File: config.mk
export PLATFORM = sky130hd
export DESIGN_NAME = rvvi_retire_queue
export DESIGN_NICKNAME = d
export VERILOG_FILES = /design/src/rtl/rvvi_trace_pkg.sv /design/src/rtl/rvvi_lane_compactor.sv /design/src/rtl/rvvi_retire_queue.sv
export SDC_FILE = /design/constraint.sdc
export NUM_CORES = 2
export LEC_CHECK = 0
export ABC_CLOCK_PERIOD_IN_PS = 40000
export CAP_MARGIN = 20
export CELL_PAD_IN_SITES_DETAIL_PLACEMENT = 0
export CELL_PAD_IN_SITES_GLOBAL_PLACEMENT = 1
export CORE_AREA = 2 2 565 567
export CTS_BUF_LIST = sky130_fd_sc_hd__clkbuf_2 sky130_fd_sc_hd__clkbuf_4 sky130_fd_sc_hd__clkbuf_8
export CTS_CLUSTER_DIAMETER = 150
export DETAILED_ROUTE_END_ITERATION = 12
export DIE_AREA = 0 0 567 569
export MAX_ROUTING_LAYER = met4
export PLACE_DENSITY_LB_ADDON = 0.1
export RECOVER_POWER = 100
export SLEW_MARGIN = 10
export SYNTH_ARGS = -nofsm -noshare
export SYNTH_HDL_FRONTEND = slang
export SYNTH_SLANG_ARGS = --single-unit
File: constraint.sdc
create_clock -name clk -period 40 [get_ports clk]
set_clock_uncertainty 0.15 [all_clocks]
set_input_delay 12 -clock clk [delete_from_list [all_inputs] [get_ports clk]]
set_output_delay 12 -clock clk [all_outputs]
set_load 0.1 [all_outputs]
File: src/rtl/rvvi_trace_pkg.sv
// Shared types for the RVVI retirement trace path: the event record carried from
// the DUT retire lanes to the tracer, plus its field widths.
package rvvi_trace_pkg;

  localparam int unsigned RVVI_HART_W  = 8;
  localparam int unsigned RVVI_ORDER_W = 64;
  localparam int unsigned RVVI_CYCLE_W = 64;
  localparam int unsigned RVVI_XLEN    = 64;
  localparam int unsigned RVVI_ILEN    = 32;

  typedef struct packed {
    logic [RVVI_ORDER_W-1:0] order;
    logic [RVVI_CYCLE_W-1:0] cycle;
    logic [RVVI_HART_W-1:0]  hart;
    logic                    trap;
    logic [RVVI_XLEN-1:0]    pc;
    logic [RVVI_ILEN-1:0]    insn;
    logic                    gpr_we;
    logic [4:0]              gpr_idx;
    logic [RVVI_XLEN-1:0]    gpr_data;
  } rvvi_event_t;

endpackage

File: src/rtl/rvvi_lane_compactor.sv
// Maps the per-lane valid mask to each lane's slot offset among the valid lanes
// (ascending lane order) and the total number of valid lanes.
module rvvi_lane_compactor #(
  parameter int unsigned NRET = 2,
  parameter int unsigned CntW = 4
) (
  input  logic [NRET-1:0]           in_valid,
  output logic [NRET-1:0][CntW-1:0] offset,
  output logic [CntW-1:0]           k
);

  logic [CntW-1:0] acc;

  always_comb begin
    acc    = '0;
    offset = '0;
    for (int i = 0; i < NRET; i++) begin
      offset[i] = acc;
      acc       = acc + CntW'(in_valid[i]);
    end
    k = acc;
  end

endmodule

File: src/rtl/rvvi_retire_queue.sv
// Serialises up to NRET retire/trap events per cycle into a single oldest-first
// stream, stamping order and cycle numbers and counting events the DUT forced us to drop.
module rvvi_retire_queue
  import rvvi_trace_pkg::*;
#(
  parameter int unsigned XLEN  = RVVI_XLEN,
  parameter int unsigned ILEN  = RVVI_ILEN,
  parameter int unsigned NRET  = 2,
  parameter int unsigned DEPTH = 8
) (
  input  logic                   clk,
  input  logic                   rst_n,
  input  logic                   flush,
  input  logic [NRET-1:0]        in_valid,
  input  logic [NRET-1:0]        in_trap,
  input  logic [NRET*8-1:0]      in_hart,
  input  logic [NRET*XLEN-1:0]   in_pc,
  input  logic [NRET*ILEN-1:0]   in_insn,
  input  logic [NRET-1:0]        in_gpr_we,
  input  logic [NRET*5-1:0]      in_gpr_idx,
  input  logic [NRET*XLEN-1:0]   in_gpr_data,
  output logic                   in_ready,
  output logic                   ev_valid,
  input  logic                   ev_ready,
  output rvvi_event_t            ev_event,
  output logic                   overflow,
  output logic [15:0]            drop_count
);

  localparam int unsigned PtrW = $clog2(DEPTH);
  localparam int unsigned CntW = PtrW + 1;

  logic [PtrW-1:0]           wr_ptr_q, wr_ptr_d, rd_ptr_q, rd_ptr_d;
  logic [CntW-1:0]           count_q, count_d;
  logic [RVVI_ORDER_W-1:0]   order_q, order_d;
  logic [RVVI_CYCLE_W-1:0]   cycle_q;
  logic                      overflow_q, overflow_d;
  logic [15:0]               drop_q, drop_d;
  logic [16:0]               drop_sum;
  rvvi_event_t               mem_q [DEPTH];
  rvvi_event_t               lane_ev [NRET];
  logic [NRET-1:0][CntW-1:0] offset;
  logic [CntW-1:0]           k;
  logic                      push, pop, drop_hit;

  rvvi_lane_compactor #(
    .NRET (NRET),
    .CntW (CntW)
  ) u_compactor (
    .in_valid (in_valid),
    .offset   (offset),
    .k        (k)
  );

  always_comb begin
    for (int i = 0; i < NRET; i++) begin
      lane_ev[i].order    = order_q + RVVI_ORDER_W'(offset[i]);
      lane_ev[i].cycle    = cycle_q;
      lane_ev[i].hart     = in_hart[i*8 +: 8];
      lane_ev[i].trap     = in_trap[i];
      lane_ev[i].pc       = in_pc[i*XLEN +: XLEN];
      lane_ev[i].insn     = in_insn[i*ILEN +: ILEN];
      lane_ev[i].gpr_we   = in_gpr_we[i];
      lane_ev[i].gpr_idx  = in_gpr_idx[i*5 +: 5];
      lane_ev[i].gpr_data = in_gpr_data[i*XLEN +: XLEN];
    end
  end

  // Readiness comes from the registered count only, so a same-cycle pop never helps.
  assign in_ready = (CntW'(DEPTH) - count_q) >= CntW'(NRET);
  assign ev_valid = (count_q != '0);
  assign ev_event = ev_valid ? mem_q[rd_ptr_q] : '0;

  assign push     = in_ready && !flush;
  assign pop      = ev_valid && ev_ready && !flush;
  assign drop_hit = !in_ready && (k != '0) && !flush;
  assign drop_sum = {1'b0, drop_q} + 17'(k);

  always_comb begin
    count_d    = count_q + (push ? k : '0) - CntW'(pop);
    wr_ptr_d   = push ? wr_ptr_q + PtrW'(k) : wr_ptr_q;
    rd_ptr_d   = rd_ptr_q + PtrW'(pop);
    if (flush) begin
      count_d  = '0;
      wr_ptr_d = '0;
      rd_ptr_d = '0;
    end
    // Every presented event consumes an order number, even when dropped or flushed.
    order_d    = order_q + RVVI_ORDER_W'(k);
    overflow_d = overflow_q | drop_hit;
    drop_d     = drop_q;
    if (drop_hit) drop_d = drop_sum[16] ? 16'hFFFF : drop_sum[15:0];
  end

  always_ff @(posedge clk or negedge rst_n) begin
    if (!rst_n) begin
      wr_ptr_q   <= '0;
      rd_ptr_q   <= '0;
      count_q    <= '0;
      order_q    <= '0;
      cycle_q    <= '0;
      overflow_q <= 1'b0;
      drop_q     <= '0;
    end else begin
      wr_ptr_q   <= wr_ptr_d;
      rd_ptr_q   <= rd_ptr_d;
      count_q    <= count_d;
      order_q    <= order_d;
      cycle_q    <= cycle_q + 1'b1;
      overflow_q <= overflow_d;
      drop_q     <= drop_d;
    end
  end

  // Storage needs no reset: entries are only observable while counted.
  always_ff @(posedge clk) begin
    for (int i = 0; i < NRET; i++) begin
      if (push && in_valid[i]) mem_q[wr_ptr_q + PtrW'(offset[i])] <= lane_ev[i];
    end
  end

  assign overflow   = overflow_q;
  assign drop_count = drop_q;

endmodule

==> impl_metrics.ini <==
[sta]
rsz0062_at_grt = no
period_minus_slack_ns = 27.70
slew_violations = 6081
slew_headroom = -5.51
setup_viol = 0
worstMarginPinSlew_ns = 9.77
fin_setup_tns_ns = 0
final.period_utilization = 0.693
fmax_mhz = 36.1
hold_viol = 0

[power_and_ir_drop]
irDropWorstVdd_mv = 0.0948
powerDensity_nw_per_um2 = 67.0
leakage_nw = 54.7

[logic_synthesis]
synth_seq_area_share = 0.608
synth_top_family_by_area = simple AND/OR/NAND/NOR gates
synthTopCellsByCount = nand2_1, edfxtp_1, mux4_2, nor2_1, clkbuf_1
ys_types = 47
yosys.area_share.xor_xnor = 0.0435
syn-num-nets = 11100
ys_top_cells_by_area = edfxtp_1, nand2_1, mux4_2
postSynthAreaPerCell_um2 = 11.7
yosys.area_share.simple = 0.172
synthArstFlopShare = 0.0601
syn_area_um2 = 126000
yosys.area.top_type = edfxtp_1
ys_ff_latch = 2579
ys_dominant_reg_cell = edfxtp_1
synth_edf_count = 2424
syn_inst = 10800
synth_top_area_share = 0.577
synth_warnings = 0
synth_mux_area_frac = 0.133
synthAdderAreaFrac = 0.00282
synth-compound-area-share = 0.00184
yosysMostFrequentCell = nand2_1

[drt]
vias = 85200
wire_per_inst_um = 28.0
antenna_left = 0
viasPerCell = 5.43
drt-initial-drc-count = 8846
dr.pass1.iters = 6
route.detailed.drc = 0
totalWireLength_um = 439000

[min_path]
min-delay-start = overflow$_DFF_PN0_
hold_path_class = flip-flop to flip-flop
hold_end = overflow$_DFF_PN0_
min_path_cells = 1

[cts]
clock_tree.buffer_depth = 4
holdBufCountCts = 0
ctsRootBufferMaster = clkbuf_8
cts_tree = built
cts.repair.resized = 0
clkSlewWorstSetupHoldPaths_ns = 0.06
numCtsBuffers = 460
cts_sinks = 2579
cts_setup_buffers = 0
insertion_delay_ns = 1.11
h-tree-depth = 5

[grt]
grt_pass1_wl_um = 628000
overflow = 0
antenna_found_initial = 125
grt_max_degree = 114
first_global_vias = 85900
grt_usage = 0.276

[flow_run]
drv_cap = 133

[die]
num_rows = 207
core-area_um2 = 317000
die_y_um = 569
die_w_um = 567
fp.dieArea_um2 = 323000
io-pin-count = 678
start_util = 0.398

[placement]
dp.cells = 14800
portBuffers = 677
gp_congestion = 0.801
hpwl_um = 237000

[status]
status = finished with violations
violations = capacitance limit, slew limit

[worst_setup_path]
reg2reg_depth = 8
critical_path.max_fanout = 87
crit_type = flip-flop to primary output
cp.required_ns = 27.85
crit_arrival_ns = 15.55
crit_path_start_kind = flip-flop
rrSetupSlack_ns = 23.77
r2r_end = mem_q[6][45]$_DFFE_PP_
cp-end-kind = primary output
r2r-start = count_q[2]$_DFF_PN0_

[final_layout]
syn2layout_area_growth_pct = 13.9
final_cells = 15700
drive_gt1_frac = 0.125
nets = 11400
## metrics by stage
| step | util | cell area (um2) | hold WS, ns | power (mW) | worst slack (ns) |
|---|---|---|---|---|---|
| 5_1_grt | 0.454 | 144000 | 0.370 | 9.97 | 10.40 |
| 4_1_cts | 0.456 | 144000 | 0.324 | 9.70 | 20.46 |
| 6_report | 0.454 | 144000 | 0.321 | 9.63 | 12.30 |
| 3_5_place_dp | 0.427 | 135000 | 0.308 | 7.20 | 21.28 |
| 2_1_floorplan | - | 126000 | 0.353 | 6.23 | 3.93 |
| 3_3_place_gp | 0.426 | 135000 | 0.307 | 7.16 | 21.28 |
## layer usage
metal,global-route usage,vias to the layer above,part of all wire
li1,-,37600,-
met1,0.357,43200,0.41
met2,0.446,3608,0.48
met3,0.0479,734,0.081
met4,0.0834,0,0.030
met5,-,-,0
## final cells by class
class,count,area [um2]
clock inverter,160,1000
fill,28700,173000
clock buffer,676,8150
antenna,96,240
sequential,2579,76700
inverter,39,148
tap,4180,5230
timing repair buffer,859,7800
multi-input combinational,7105,44400
## layout by cell type (no fill, tap or decap), types with 5 or more instances in the layout
| cell | netlist | routed |
|---|---|---|
| nand2_1 | 4456 | 4456 |
| edfxtp_1 | 2424 | 2424 |
| mux4_2 | 606 | 606 |
| nor2_1 | 604 | 604 |
| clkbuf_8 | 0 | 491 |
| xor2_1 | 376 | 376 |
| clkdlybuf4s50_1 | 0 | 366 |
| mux2i_1 | 303 | 303 |
| dlygate4sd3_1 | 0 | 300 |
| xnor2_1 | 251 | 251 |
| clkbuf_4 | 0 | 185 |
| dfrtp_1 | 155 | 153 |
| clkbuf_1 | 398 | 138 |
| nor3_1 | 120 | 129 |
| nand3_1 | 105 | 105 |
| diode_2 | 0 | 96 |
| clkinv_1 | 0 | 95 |
| nand4_1 | 72 | 73 |
| buf_4 | 181 | 39 |
| nor4_1 | 38 | 38 |
| inv_1 | 36 | 36 |
| clkinv_2 | 1 | 36 |
| ha_1 | 22 | 22 |
| and4_1 | 19 | 19 |
| and3_1 | 15 | 15 |
| buf_12 | 0 | 14 |
| o21ai_0 | 12 | 12 |
| nand2b_1 | 9 | 9 |
| o211ai_1 | 9 | 9 |
| or3_1 | 8 | 8 |
| or4_1 | 8 | 8 |
| inv_12 | 0 | 8 |
| nor4_2 | 7 | 7 |
| and2_1 | 10 | 7 |
| a21oi_1 | 5 | 5 |
| nand4b_1 | 5 | 5 |
| o31ai_1 | 5 | 5 |
## where the power goes
part,internal (mW),total (mW),switching [mW]
clock network,1.33,2.49,1.16
registers,3.40,3.50,0.0986
logic,0.869,3.64,2.77
total,5.60,9.63,4.03
## critical path, stage by stage (launching register included)
cell	delay (ns)
dfrtp_1	2.32
clkbuf_1	6.00
clkbuf_1	2.95
buf_4	0.70
buf_16	0.31
mux4_2	0.28
mux2i_1	0.07
nor2_1	0.30
dlygate4sd3_1	1.26
## worst max path at each step
stage	startpoint	endpoint	cells after the start
2_1_floorplan	flush	mem_q[2][0]$_DFFE_PP_	3
3_3_place_gp	in_valid[0]	mem_q[5][118]$_DFFE_PP_	11
3_5_place_dp	in_valid[0]	mem_q[5][118]$_DFFE_PP_	11
4_1_cts	rd_ptr_q[0]$_DFF_PN0_	ev_event[145]	7
5_1_grt	rd_ptr_q[0]$_DFF_PN0_	ev_event[56]	8
6_report	rd_ptr_q[0]$_DFF_PN0_	ev_event[59]	8
## cell families after synthesis
group / count (synthesis)
xor+xnor: 627
simple gates: 5504
buf+inv: 1080
compound gates: 36
flops: 2579
mux: 912
fa+ha+maj: 26
## registers in the layout, summed over array words and instances (netlist names)
| signal | cells |
|---|---|
| wr_ptr_q | 3 |
| mem_q | 2424 |
| order_q | 64 |
| cycle_q | 64 |
| count_q | 4 |
| overflow | 1 |
| drop_count | 16 |
| rd_ptr_q | 3 |
Note: power is estimated with default switching activity, not from simulation.
